<file path="src/rtl/move_scheduler.sv">
// Move scheduler for the snake game: queues direction commands, releases one per move tick,
// drives the mover strobe and accion code, handles pause/game-over and speeds up on food.
module move_scheduler #(
    parameter int unsigned TICK_INIT   = 4000000,
    parameter int unsigned TICK_MIN    = 1000000,
    parameter int unsigned TICK_STEP   = 200000,
    parameter int unsigned QDEPTH_LOG2 = 2
) (
    input  logic        clk,
    input  logic        rst,
    input  logic        cmd_valid,
    input  logic [2:0]  cmd_code,
    input  logic        comer,
    input  logic        game_over,
    output logic        mover,
    output logic [2:0]  accion,
    output logic        paused,
    output logic [2:0]  q_count,
    output logic        q_drop,
    output logic [31:0] period
);
    localparam int QDEPTH = 1 << QDEPTH_LOG2;
    localparam logic [QDEPTH_LOG2:0]   CNT_ONE  = (QDEPTH_LOG2 + 1)'(1);
    localparam logic [QDEPTH_LOG2:0]   CNT_FULL = {1'b1, {QDEPTH_LOG2{1'b0}}};
    localparam logic [QDEPTH_LOG2-1:0] PTR_ONE  = QDEPTH_LOG2'(1);

    typedef enum logic [1:0] {IDLE, RUN, PAUSE, OVER} state_t;

    state_t                 state_reg;
    logic [31:0]            cnt_reg;
    logic [31:0]            period_reg;
    logic [2:0]             accion_reg;
    logic                   mover_reg;
    logic                   q_drop_reg;
    logic [QDEPTH_LOG2-1:0] rd_ptr_reg;
    logic [QDEPTH_LOG2-1:0] wr_ptr_reg;
    logic [QDEPTH_LOG2:0]   count_reg;
    logic [2:0]             mem_reg [QDEPTH];

    logic        counting;
    logic        tick;
    logic        is_move_cmd;
    logic        pause_cmd;
    logic        push_req;
    logic        full;
    logic        pop;
    logic        push;
    logic        head_ok;
    logic [2:0]  head;
    logic [2:0]  opposite;
    logic [31:0] period_dec;

    assign counting    = (state_reg == IDLE) || (state_reg == RUN);
    // Compare with >= so a period shortened below the running count fires on the next cycle.
    assign tick        = counting && !game_over && (cnt_reg >= period_reg - 32'd1);
    assign is_move_cmd = cmd_valid && (cmd_code >= 3'd1) && (cmd_code <= 3'd4);
    assign pause_cmd   = cmd_valid && (cmd_code == 3'd5);
    assign push_req    = is_move_cmd && counting && !game_over;
    assign full        = (count_reg == CNT_FULL);
    assign pop         = tick && (count_reg != '0);
    assign push        = push_req && (!full || pop);
    assign head        = mem_reg[rd_ptr_reg];

    always_comb begin
        opposite = 3'd0;
        case (head)
            3'd1:    opposite = 3'd2;
            3'd2:    opposite = 3'd1;
            3'd3:    opposite = 3'd4;
            3'd4:    opposite = 3'd3;
            default: opposite = 3'd0;
        endcase
    end

    // A popped entry is consumed even when it is a reversal or a repeat of the current heading.
    assign head_ok = pop && (head != accion_reg) && (opposite != accion_reg);

    assign period_dec = ({1'b0, period_reg} >= ({1'b0, TICK_MIN} + {1'b0, TICK_STEP}))
                        ? (period_reg - TICK_STEP) : TICK_MIN;

    always_ff @(posedge clk) begin
        if (push) begin
            mem_reg[wr_ptr_reg] <= cmd_code;
        end
    end

    always_ff @(posedge clk or negedge rst) begin
        if (!rst) begin
            state_reg  <= IDLE;
            cnt_reg    <= '0;
            period_reg <= TICK_INIT;
            accion_reg <= 3'd0;
            mover_reg  <= 1'b0;
            q_drop_reg <= 1'b0;
            rd_ptr_reg <= '0;
            wr_ptr_reg <= '0;
            count_reg  <= '0;
        end else begin
            mover_reg  <= tick;
            q_drop_reg <= push_req && full && !pop;

            if (game_over) begin
                state_reg <= OVER;
            end else begin
                case (state_reg)
                    IDLE:    if (head_ok)   state_reg <= RUN;
                    RUN:     if (pause_cmd) state_reg <= PAUSE;
                    PAUSE:   if (pause_cmd) state_reg <= RUN;
                    default: state_reg <= OVER;
                endcase
            end

            if (head_ok) begin
                accion_reg <= head;
            end
            if (counting && !game_over) begin
                cnt_reg <= tick ? 32'd0 : cnt_reg + 32'd1;
            end
            if (comer && (state_reg == RUN) && !game_over) begin
                period_reg <= period_dec;
            end

            if (push) begin
                wr_ptr_reg <= wr_ptr_reg + PTR_ONE;
            end
            if (pop) begin
                rd_ptr_reg <= rd_ptr_reg + PTR_ONE;
            end
            if (push && !pop) begin
                count_reg <= count_reg + CNT_ONE;
            end else if (pop && !push) begin
                count_reg <= count_reg - CNT_ONE;
            end
        end
    end

    assign mover   = mover_reg;
    assign accion  = accion_reg;
    assign paused  = (state_reg == PAUSE);
    assign q_count = 3'(count_reg);
    assign q_drop  = q_drop_reg;
    assign period  = period_reg;

endmodule

</file>
<file path="config.mk">
export PLATFORM = sky130hd
export DESIGN_NAME = move_scheduler
export DESIGN_NICKNAME = d
export VERILOG_FILES = /design/src/rtl/move_scheduler.sv
export SDC_FILE = /design/constraint.sdc
export NUM_CORES = 1
export LEC_CHECK = 0
export BUFFER_PORTS_ARGS = -buffer_cell sky130_fd_sc_hd__buf_2
export CORE_ASPECT_RATIO = 0.5
export CORE_MARGIN = 1.5
export CORE_UTILIZATION = 36
export DETAILED_ROUTE_END_ITERATION = 7
export PLACE_DENSITY = 0.61
export SLEW_MARGIN = 20
export SYNTH_ARGS = -nofsm -noshare
export SYNTH_HDL_FRONTEND = slang
export SYNTH_SLANG_ARGS = --single-unit
</file>
<file path="constraint.sdc">
create_clock -name clk -period 5.8 [get_ports clk]
set_input_delay 1.16 -clock clk [delete_from_list [all_inputs] [get_ports clk]]
set_output_delay 1.16 -clock clk [all_outputs]
set_load 0.1 [all_outputs]
</file>
# Yosys cells after proc, flatten, opt, wreduce, memory -nomap -nowiden
# Memories as Yosys holds them, arrays and structs flattened.
# Cells that the tools add are included.
# word_totals
ff_bits	78
mem_bits_rw	12
n_memories	1
# op_classes
add_sub_neg	7
magnitude_cmp	4
n_eq_ne	13
n_mux	12
reduce_logical	27
# memory_table
name	depth	word_bits	rd	rd_clocked_by_memory_dff	write_ports	line	rtl
mem_reg	4	3	1	0	1	38	logic [2:0] mem_reg [QDEPTH];
# op_table
op	count
32-bit two-way mux	2
32-bit by 1-bit adder with 32-bit output, second input constant	1
32-bit by 21-bit greater-or-equal comparator with 1-bit output, second input constant	1
32-bit greater-or-equal comparator	1
32-bit by 1-bit subtractor with 32-bit output, second input constant	1
32-bit by 18-bit subtractor with 32-bit output, second input constant	1
1-bit logical AND	17
3-bit one-hot mux with 4 select lines	1
3-bit equality test, second input constant	3
2-bit two-way mux	4
3-bit by 2-bit equality test with 1-bit output, second input constant	2
3-bit two-way mux	2
3-bit != test	2
3-bit != test, second input constant	2
2-bit one-hot mux with 3 select lines	1
2-bit by 1-bit adder with 2-bit output, second input constant	2
1-bit logical NOT	4
3-bit by 1-bit adder with 3-bit output, second input constant	1
3-bit by 1-bit equality test with 1-bit output, second input constant	1
3-bit by 1-bit greater-or-equal comparator with 1-bit output, second input constant	1
3-bit less-or-equal comparator, second input constant	1
3-bit by 2-bit != test with 1-bit output, second input constant	1
3-bit AND reduction	1
3-bit nonzero test	1
other kinds (7)	9

# Longest topological paths before layout
# Gate-level depths: netlist of the first run.
# logic_depth
ltp_word	11
depth_mapped	21
mapped_depth_nobuf	20

# Worst setup path after synthesis of the first run
# No wires, ideal clock.
# synth_path
path_type	reg-to-reg
startpoint	register period_reg[22], in the netlist period[22]
endpoint	register count_reg[2], in the netlist q_count[2]
setup_ns	0.162
arrival_ns	4.986
required_ns	5.638
path_slack_ns	0.651
stages_incl_launch_ff	19
path_buffers	0
period_less_slack_ns	5.149
path_cell_list	dfrtp_1 -> or4_4 -> or4_4 -> or3_4 -> nor2_1 -> xnor2_1 -> ha_1 -> nand4_1 -> nor4_1 -> nand2_1 -> a31oi_1 -> o31ai_2 -> inv_1 -> ha_1 -> inv_1 -> fa_1 -> xor2_1 -> nor2_1 -> xor2_1
# synth_via
elab_chain_len	9
elab_cells_between_ends	12
# synth_rtl
item	line	rtl
start, declared	31	logic [31:0] period_reg;
start signal, assigned	120	period_reg <= period_dec;
32-bit by 1-bit subtractor with 32-bit output *	55	assign tick = counting && !game_over && (cnt_reg >= period_reg - 32'd1);
32-bit greater-or-equal comparator *	55	
1-bit logical AND *	55	
1-bit logical AND *	60	assign pop = tick && (count_reg != '0);
1-bit logical OR *	61	assign push = push_req && (!full || pop);
1-bit logical AND *	61	
named net push	47	logic push;
1-bit logical NOT	131	end else if (pop && !push) begin
1-bit logical AND	131	
2-bit nonzero test (no source line)	--	
end signal, assigned	130	count_reg <= count_reg + CNT_ONE;
end signal, assigned	132	count_reg <= count_reg - CNT_ONE;
end, declared	37	logic [QDEPTH_LOG2:0] count_reg;
# Mark *: on every way through the listed nets, which the timed path passes. The rest lies on a longest branch.
# A chain may end at the register's enable or synchronous reset.

# Final worst setup path of the first run
# layout_path
startpoint	register period_reg[9], in the netlist period[9]
endpoint	register count_reg[1], in the netlist q_count[1]
# layout_via
elab_chain_len	9
elab_cells_between_ends	12
# layout_rtl
item	line
32-bit by 1-bit subtractor with 32-bit output *	55
32-bit greater-or-equal comparator *	55
1-bit logical AND *	55
1-bit logical AND *	60
1-bit logical OR	61
1-bit logical AND	61
1-bit logical NOT	131
1-bit logical AND	131
2-bit nonzero test (no source line)	--
# Every way passes the cells marked *; elsewhere a longest branch is shown, timed or not.

==> results of run 1 <==
[area by class of cell]
cell class	count	area [µm²]
multi-input combinational	444	3030
inverter	17	63.8
tap	198	248
fill	1410	8410
clock inverter	5	61.3
sequential	84	2170
clock buffer	11	243
timing repair buffer	45	235
[critical path: stages, from the launching register on]
cell and delay [ns]:
dfrtp_1 0.50, nor4_2 0.52, nand4b_1 0.27, nor4_2 0.28, nand2_1 0.21, nor3_1 0.27
xnor2_1 0.12, ha_1 0.30, nand4_1 0.14, nor4_1 0.41, nand2_1 0.19, a311o_1 0.39
a21boi_0 0.36, inv_1 0.10, ha_1 0.23, inv_1 0.07, fa_1 0.40, mux2_2 0.27
[metal layers]
| layer | GRT usage | up-vias | part of all wire |
|---|---|---|---|
| li1 | - | 2048 | - |
| met1 | 0.223 | 1966 | 0.52 |
| met2 | 0.260 | 67 | 0.43 |
| met3 | 0.0400 | 10 | 0.042 |
| met4 | 0.0350 | 0 | 0.0090 |
| met5 | 0 | - | 0 |
[final timing paths]
kind                               to       start  slack (ns)
setup / recovery           q_count[1]   period[9]        0.68
hold / removal             q_count[2]  q_count[2]        0.55
setup reg to reg           q_count[1]   period[9]        0.68
hold reg to reg            q_count[2]  q_count[2]        0.55
max in group asynchronous  period[25]         rst        4.17
min in group asynchronous  q_count[1]         rst        0.93
[per-stage QoR]
stage	power (µW)	instance area [µm²]	setup slack [ns]	instances
final	1780	6050	0.682	804
after global placement	1190	5730	0.652	788
after detailed placement	1200	5730	0.407	788
after floorplan	1110	5360	0.651	568
after global routing	1870	6050	0.157	804
after CTS	1790	6040	0.371	804
[logic make-up after synthesis]
group,Yosys count,share of synthesized area
other cells,1,0.000702
xor+xnor,71,0.116
mux,10,0.0272
flops,84,0.406
simple gates,234,0.222
buf+inv,40,0.0328
compound gates,86,0.107
fa+ha+maj,37,0.0880
[placed cells by master, fill, tap and decap left out, types with 5 or more instances in the layout]
cell,count
nor2_1,82
dfrtp_1,65
nand2_1,47
xnor2_1,42
buf_2,41
ha_1,36
xor2_1,29
a21oi_1,23
nand3_1,20
inv_1,17
o21ai_0,16
nor3_1,14
nor4_1,12
edfxtp_1,12
clkbuf_16,9
nand4_1,8
nor2b_1,8
dfstp_2,7
or3_1,6
mux2_2,6
and3_1,6
conb_1,6
nor4_2,5
o31ai_1,5
a31oi_1,5
[power by group through the flow]
stage	sequential, µW	clock (µW)	combinational (µW)
final	722	590	467
after global routing	733	629	507
after CTS	723	603	469
after detailed placement	732	0	468
after global placement	731	0	463
after floorplan	891	0	218
[repair_timing]
action | in CTS | in global routing
resized for setup | 0 | 2
setup buffers | 0 | 0
setup endpoints to repair | 0 | 1
==> flow_summary.json, run 1 <==
{
  "die_area_mm2": 0.0156,
  "dp_hpwl_um": 8680,
  "tightest_slew_ns": 0.986,
  "cts_tree": "done",
  "synth_most_common_cell": "nor2_1",
  "critPathKind": "reg -> reg",
  "finalCritPeriodShare": 0.882,
  "rsz0062_at_grt": "no",
  "areaGrowthSynthToFinish_pct": 13.3,
  "seqPwrFrac": 0.406,
  "arrival_ns": 5.35,
  "yosysTopAreaCell": "dfrtp_1",
  "drc": 0,
  "start_util": 0.369,
  "switchingPower_uw": 667,
  "ys_seq_area_frac": 0.406,
  "startpoint_type": "flip-flop",
  "maxCapViolCount": 0,
  "drt-total-wl_um": 11800,
  "slew_headroom": 0.343,
  "end_kind": "flip-flop",
  "grt_pass1_vias": 3969,
  "p_per_area_mw_per_mm2": 294,
  "ys_ff_latch": 84,
  "p_leak_uw": 0.00270,
  "yosys_warnings": 0,
  "period_minus_slack_ns": 5.12,
  "rows": 31,
  "worstHoldPathCells": 1,
  "grt_max_degree": 73,
  "synth_flop_cell": "dfrtp_1",
  "antennaDiodeCount": 0,
  "cts_max_level": 3,
  "p_comb_frac": 0.263,
  "finalClockSkew_ns": 0.0103,
  "synthTopCellsByArea": "dfrtp_1, ha_1, xnor2_1",
  "num_vias": 4091,
  "hold_path_class": "reg -> reg",
  "via_per_inst": 5.09,
  "outcome": "complete, no violations",
  "core_mm2": 0.0145,
  "synth_edf_count": 12,
  "finalMaxSlewViolations": 0,
  "setup_violations": 0,
  "hold_buffers": 0,
  "grt_first_pass_wirelength_um": 20000,
  "layout-drive-gt1-share": 0.155,
  "setup_tns_ns": 0,
  "ant_nets": 0,
  "rr_worst_depth": 17,
  "fin_util": 0.418,
  "cts_made_buffers": 9,
  "antenna_found_initial": 0,
  "clock_latency_ns": 0.34,
  "port_buffers": 42,
  "clkTransAtPathRegs_ns": 0.07,
  "synth_area_per_cell_um2": 9.49,
  "clkPwrFrac": 0.332,
  "largest_register_ffs": 32,
  "gp_congestion": 0.815,
  "switching_share": 0.375,
  "clockBufferDepth": 2,
  "worst_ep_required_time_ns": 6.03,
  "nets": 646,
  "hold_viol_final": 0,
  "synth_top_area_share": 0.304,
  "synthArstFlopShare": 0.857,
  "ir_drop_mv": 0.232,
  "grt-ovfl-total": 0,
  "yosys-top-cells-count": "nor2_1, dfrtp_1, nand2_1",
  "synth_area_mm2": 0.00534,
  "syn_inst": 563,
  "ios": 49,
  "firstDrtPassIters": 4,
  "routedWlPerCell_um": 14.7,
  "max_freq_mhz": 195,
  "die_w_um": 175,
  "die_y_um": 89.2,
  "clock-sinks": 84,
  "p_int_uw": 1110,
  "initialDrtViolationCount": 235,
  "whs_ns": 0.548,
  "clockRootBuffer": "clkbuf_16",
  "critPathMaxFanout": 12,
  "synth_cell_types": 66,
  "grt_usage": 0.162
}
(Power assumes the default switching activity.)
==> inputs of run 2 (changes only) <==
--- a/config.mk
+++ b/config.mk
@@ -10,6 +10,7 @@
 export CORE_MARGIN = 1.5
 export CORE_UTILIZATION = 36
 export DETAILED_ROUTE_END_ITERATION = 7
+export HOLD_SLACK_MARGIN = 0.02
 export PLACE_DENSITY = 0.61
 export SLEW_MARGIN = 20
 export SYNTH_ARGS = -nofsm -noshare
==> constraint.sdc (replaced) <==
create_clock -name clk -period 5.7 [get_ports clk]
set_input_delay 1.14 -clock clk [delete_from_list [all_inputs] [get_ports clk]]
set_output_delay 1.14 -clock clk [all_outputs]
set_load 0.1 [all_outputs]
==> flow_summary.json, run 2 (synthesized netlist as in run 1, its figures left out) <==
{
  "outcome": "complete, no violations",
  "drc": 0,
  "fillCellCount": 1465,
  "grt_usage": 0.165,
  "finalClockSkew_ns": 0.00872,
  "hold_viol_final": 0,
  "firstDrtPassIters": 4,
  "dp_hpwl_um": 8830,
  "p_leak_uw": 0.00269,
  "largest_register_ffs": 32,
  "p_per_area_mw_per_mm2": 291,
  "gp_congestion": 0.812,
  "worstHoldStart": "q_count[2]",
  "cts_made_buffers": 9,
  "antennaDiodeCount": 0,
  "critPathKind": "reg -> reg",
  "clockRootBuffer": "clkbuf_16",
  "die_y_um": 89.2,
  "rsz0062_at_grt": "no",
  "grt-ovfl-total": 0,
  "cts_max_level": 3,
  "drt-total-wl_um": 12000,
  "multi_input_area_mm2": 0.00302,
  "routedWlPerCell_um": 14.9,
  "final_cell_mix": "nor2_1, dfrtp_1, nand2_1",
  "ios": 49,
  "wl_met2_um": 5380,
  "top_layer_used": "met4",
  "setup_violations": 0,
  "postLayoutCellArea_mm2": 0.00602,
  "r2r-start": "period[9]",
  "via_per_inst": 5.12,
  "antenna_found_initial": 0,
  "startpoint_type": "flip-flop",
  "core_mm2": 0.0145,
  "hold_buffers": 0,
  "areaGrowthSynthToFinish_pct": 12.6,
  "dpl.cell_count": 789,
  "ant_nets": 0,
  "finalMaxSlewViolations": 0,
  "arrival_ns": 5.41,
  "period_minus_slack_ns": 5.18,
  "wl_met3_um": 648,
  "slew_headroom": 0.352,
  "final_common_cell": "nor2_1",
  "die_w_um": 175,
  "end_kind": "flip-flop",
  "seq_area_mm2": 0.00217,
  "hold_path_class": "reg -> reg",
  "start_util": 0.369,
  "critPathMaxFanout": 12,
  "num_vias": 4121,
  "die_area_mm2": 0.0156,
  "fin_cells": 805,
  "wl_met1_um": 5900,
  "grt_first_pass_wirelength_um": 20200,
  "max_freq_mhz": 193,
  "grt_max_degree": 73,
  "grt_pass1_vias": 3906,
  "ir_drop_mv": 0.280,
  "tightest_slew_ns": 0.972,
  "fin_util": 0.416,
  "worst_ep_required_time_ns": 5.93,
  "cts_tree": "done",
  "setup_tns_ns": 0,
  "critPathLaunch": "period[9]",
  "initialDrtViolationCount": 218,
  "nets": 647,
  "clockBufferDepth": 2,
  "rows": 31,
  "finalCritPeriodShare": 0.908,
  "clkTransAtPathRegs_ns": 0.07,
  "place_area_mm2": 0.00574,
  "clock-sinks": 84,
  "cts_setup_buffers": 0,
  "port_buffers": 42,
  "clock_latency_ns": 0.34,
  "layout-drive-gt1-share": 0.157,
  "maxCapViolCount": 0
}
## run 2: cell count changes in the layout (fill, tap and decap cells not counted), sizes merged
cell	delta
buf	+1
clkinv	+2
bufinv	-1
clkbuf	-1
## run 2: worst paths after layout
kind / end / slack (ns) / cells past startpoint
worst max-delay path: q_count[1] / 0.52 / 18
worst max register to register: q_count[1] / 0.52 / 18
worst min register to register: q_count[2] / 0.55 / 1
worst min-delay path: q_count[2] / 0.55 / 1
min in group asynchronous: wr_ptr_reg[0] / 0.94 / 1
max in group asynchronous: period[27] / 4.11 / 1
## run 2: worst max-delay path, stage by stage (launching register included)
cell	delay, ns
dfrtp_1	0.50
nor4_2	0.53
nand4b_1	0.25
nor4_1	0.36
nand2_1	0.24
nor3_1	0.27
xnor2_1	0.15
ha_1	0.26
a21oi_1	0.15
o21ai_0	0.10
a21oi_1	0.37
nand3_1	0.38
o31ai_2	0.34
buf_4	0.19
inv_1	0.05
ha_1	0.20
inv_1	0.07
fa_1	0.40
mux2_2	0.26
## run 2: layer usage
metal,global-route usage,vias to the layer above
met2,0.265,79
met5,0,-
li1,-,2058
met4,0.0466,0
met3,0.0378,8
met1,0.225,1976
## run 2: power by group
| part | switching, µW | internal (µW) |
|---|---|---|
| registers | 79.4 | 657 |
| clock network | 245 | 295 |
| logic | 352 | 123 |
| total | 676 | 1070 |
## run 2: area by class of cell
| type | instances | share of cell area |
|---|---|---|
| multi-input combinational | 444 | 0.502 |
| sequential | 84 | 0.361 |
| tap | 198 | 0.0412 |
| timing repair buffer | 46 | 0.0403 |
| clock buffer | 10 | 0.0380 |
| inverter | 17 | 0.0106 |
| clock inverter | 6 | 0.00686 |
## run 2: metrics by stage
step / setup WS (ns) / hold WS [ns] / total power (µW)
6_report: 0.523 / 0.547 / 1750
5_1_grt: 0.0225 / 0.581 / 1840
4_1_cts: 0.414 / 0.555 / 1770
3_5_place_dp: 0.406 / 0.540 / 1220
3_3_place_gp: 0.506 / 0.530 / 1210
2_1_floorplan: 0.551 / 0.498 / 1130
## run 2: what timing repair did
| item | in CTS | in global routing |
|---|---|---|
| resized for setup | 0 | 1 |
| hold endpoints to repair | 0 | 0 |
| setup endpoints to repair | 0 | 2 |
==> inputs of run 3 (changes only) <==
--- a/config.mk
+++ b/config.mk
@@ -5,7 +5,7 @@
 export SDC_FILE = /design/constraint.sdc
 export NUM_CORES = 1
 export LEC_CHECK = 0
-export BUFFER_PORTS_ARGS = -buffer_cell sky130_fd_sc_hd__buf_2
+export BUFFER_PORTS_ARGS = -buffer_cell sky130_fd_sc_hd__buf_4
 export CORE_ASPECT_RATIO = 0.5
 export CORE_MARGIN = 1.5
 export CORE_UTILIZATION = 36
==> flow_summary.json, run 3 (synthesized netlist as in run 1, its figures left out) <==
{
  "dp_hpwl_um": 8770,
  "setup_violations": 0,
  "r2r-start": "period[22]",
  "worstHoldPathCells": 1,
  "via_per_inst": 5.21,
  "ant_nets": 0,
  "nets": 645,
  "port_buffers": 42,
  "final_cell_mix": "nor2_1, dfrtp_1, nand2_1",
  "rrSetupSlack_ns": 0.59,
  "hold_viol_final": 0,
  "arrival_ns": 5.33,
  "grt-ovfl-total": 0,
  "rows": 31,
  "grt_max_degree": 73,
  "drt-total-wl_um": 11900,
  "dpl.cell_count": 787,
  "p_per_area_mw_per_mm2": 295,
  "worstHoldStart": "wr_ptr_reg[0]",
  "final_common_cell": "nor2_1",
  "fillCellCount": 1413,
  "pre_cts_slack_ns": 0.389,
  "clkTransAtPathRegs_ns": 0.06,
  "clock_latency_ns": 0.34,
  "maxCapViolCount": 0,
  "startpoint_type": "flip-flop",
  "fin_cells": 803,
  "firstDrtPassIters": 5,
  "cts_tree": "done",
  "critPathLaunch": "period[22]",
  "drc": 0,
  "die_w_um": 175,
  "die_y_um": 89.2,
  "r2r_end": "q_count[1]",
  "clock-sinks": 84,
  "end_kind": "flip-flop",
  "outcome": "complete, no violations",
  "clockBufferDepth": 2,
  "antenna_found_initial": 0,
  "max_freq_mhz": 196,
  "cts_setup_buffers": 0,
  "gp_congestion": 0.837,
  "start_util": 0.369,
  "tightest_slew_ns": 0.950,
  "areaGrowthSynthToFinish_pct": 15.1,
  "ir_drop_mv": 0.402,
  "finalClockSkew_ns": 0.00560,
  "finalPower_uw": 1810,
  "critPathKind": "reg -> reg",
  "rr_worst_depth": 16,
  "slew_headroom": 0.367,
  "antennaDiodeCount": 0,
  "grt_usage": 0.164,
  "worst_ep_required_time_ns": 5.93,
  "finalMaxSlewViolations": 0,
  "critPathMaxFanout": 8,
  "hold_path_class": "reg -> reg",
  "num_vias": 4183,
  "period_minus_slack_ns": 5.11,
  "layout-drive-gt1-share": 0.154,
  "grt_first_pass_wirelength_um": 20100,
  "finalCritPeriodShare": 0.896,
  "largest_register_ffs": 32,
  "setup_tns_ns": 0,
  "grt_pass1_vias": 3985,
  "clockRootBuffer": "clkbuf_16",
  "rsz0062_at_grt": "no",
  "core_mm2": 0.0145,
  "cts_made_buffers": 9,
  "routedWlPerCell_um": 14.8,
  "die_area_mm2": 0.0156,
  "initialDrtViolationCount": 317,
  "layout_setup_ws_ns": 0.594,
  "ios": 49,
  "hold_path_end": "wr_ptr_reg[0]",
  "p_leak_uw": 0.00271,
  "cts_max_level": 3
}
run 3: worst max-delay path by stage:
stage / to
after floorplan: q_count[2]
after global placement: q_count[1]
after detailed placement: q_count[1]
after CTS: q_count[1]
after global routing: q_count[1]
final: q_count[1]
run 3: stage by stage:
| step | area (µm²) | hold WS, ns | util |
|---|---|---|---|
| floorplan | 5360 | 0.498 | - |
| global placement | 5830 | 0.523 | 0.403 |
| detailed placement | 5840 | 0.531 | 0.403 |
| CTS | 6130 | 0.543 | 0.424 |
| global route | 6150 | 0.577 | 0.425 |
| finish | 6150 | 0.538 | 0.425 |
run 3: layout make-up:
cell class | instances | area [µm²] | share of cell area
Clock inverter | 7 | 67.6 | 0.0110
Sequential cell | 84 | 2170 | 0.353
Tap cell | 198 | 248 | 0.0403
Inverter | 17 | 63.8 | 0.0104
Multi-Input combinational cell | 444 | 3050 | 0.495
Clock buffer | 9 | 225 | 0.0366
Timing Repair Buffer | 44 | 330 | 0.0537
run 3: critical path, stage by stage, from the launching register on:
cell and delay [ns]:
dfrtp_1 0.49, or4_4 0.60, or4_4 0.48, or3_4 0.37
nor2_1 0.13, xnor2_1 0.14, ha_1 0.27, nand4_1 0.14
nor2_1 0.06, a21oi_1 0.39, nand3_1 0.39, o31ai_4 0.51
inv_1 0.09, ha_1 0.22, inv_1 0.07, fa_1 0.40
mux2_2 0.26
run 3: where the power goes:
group / internal [µW] / total (µW) / switching [µW]
clock: 337 / 584 / 247
combinational: 140 / 492 / 352
sequential: 657 / 738 / 80.8
run 3: metal layers:
metal,global-route usage,wire length (µm)
met5,0,0
met4,0.0404,108
met3,0.0383,481
met2,0.270,5250
met1,0.222,6060
run 3: timing repair:
item                                   in CTS  in global routing
hold buffers                                0                  0
setup endpoints to repair                   0                  2
resized for setup                           0                  3
endpoints found under the hold margin       0                  0
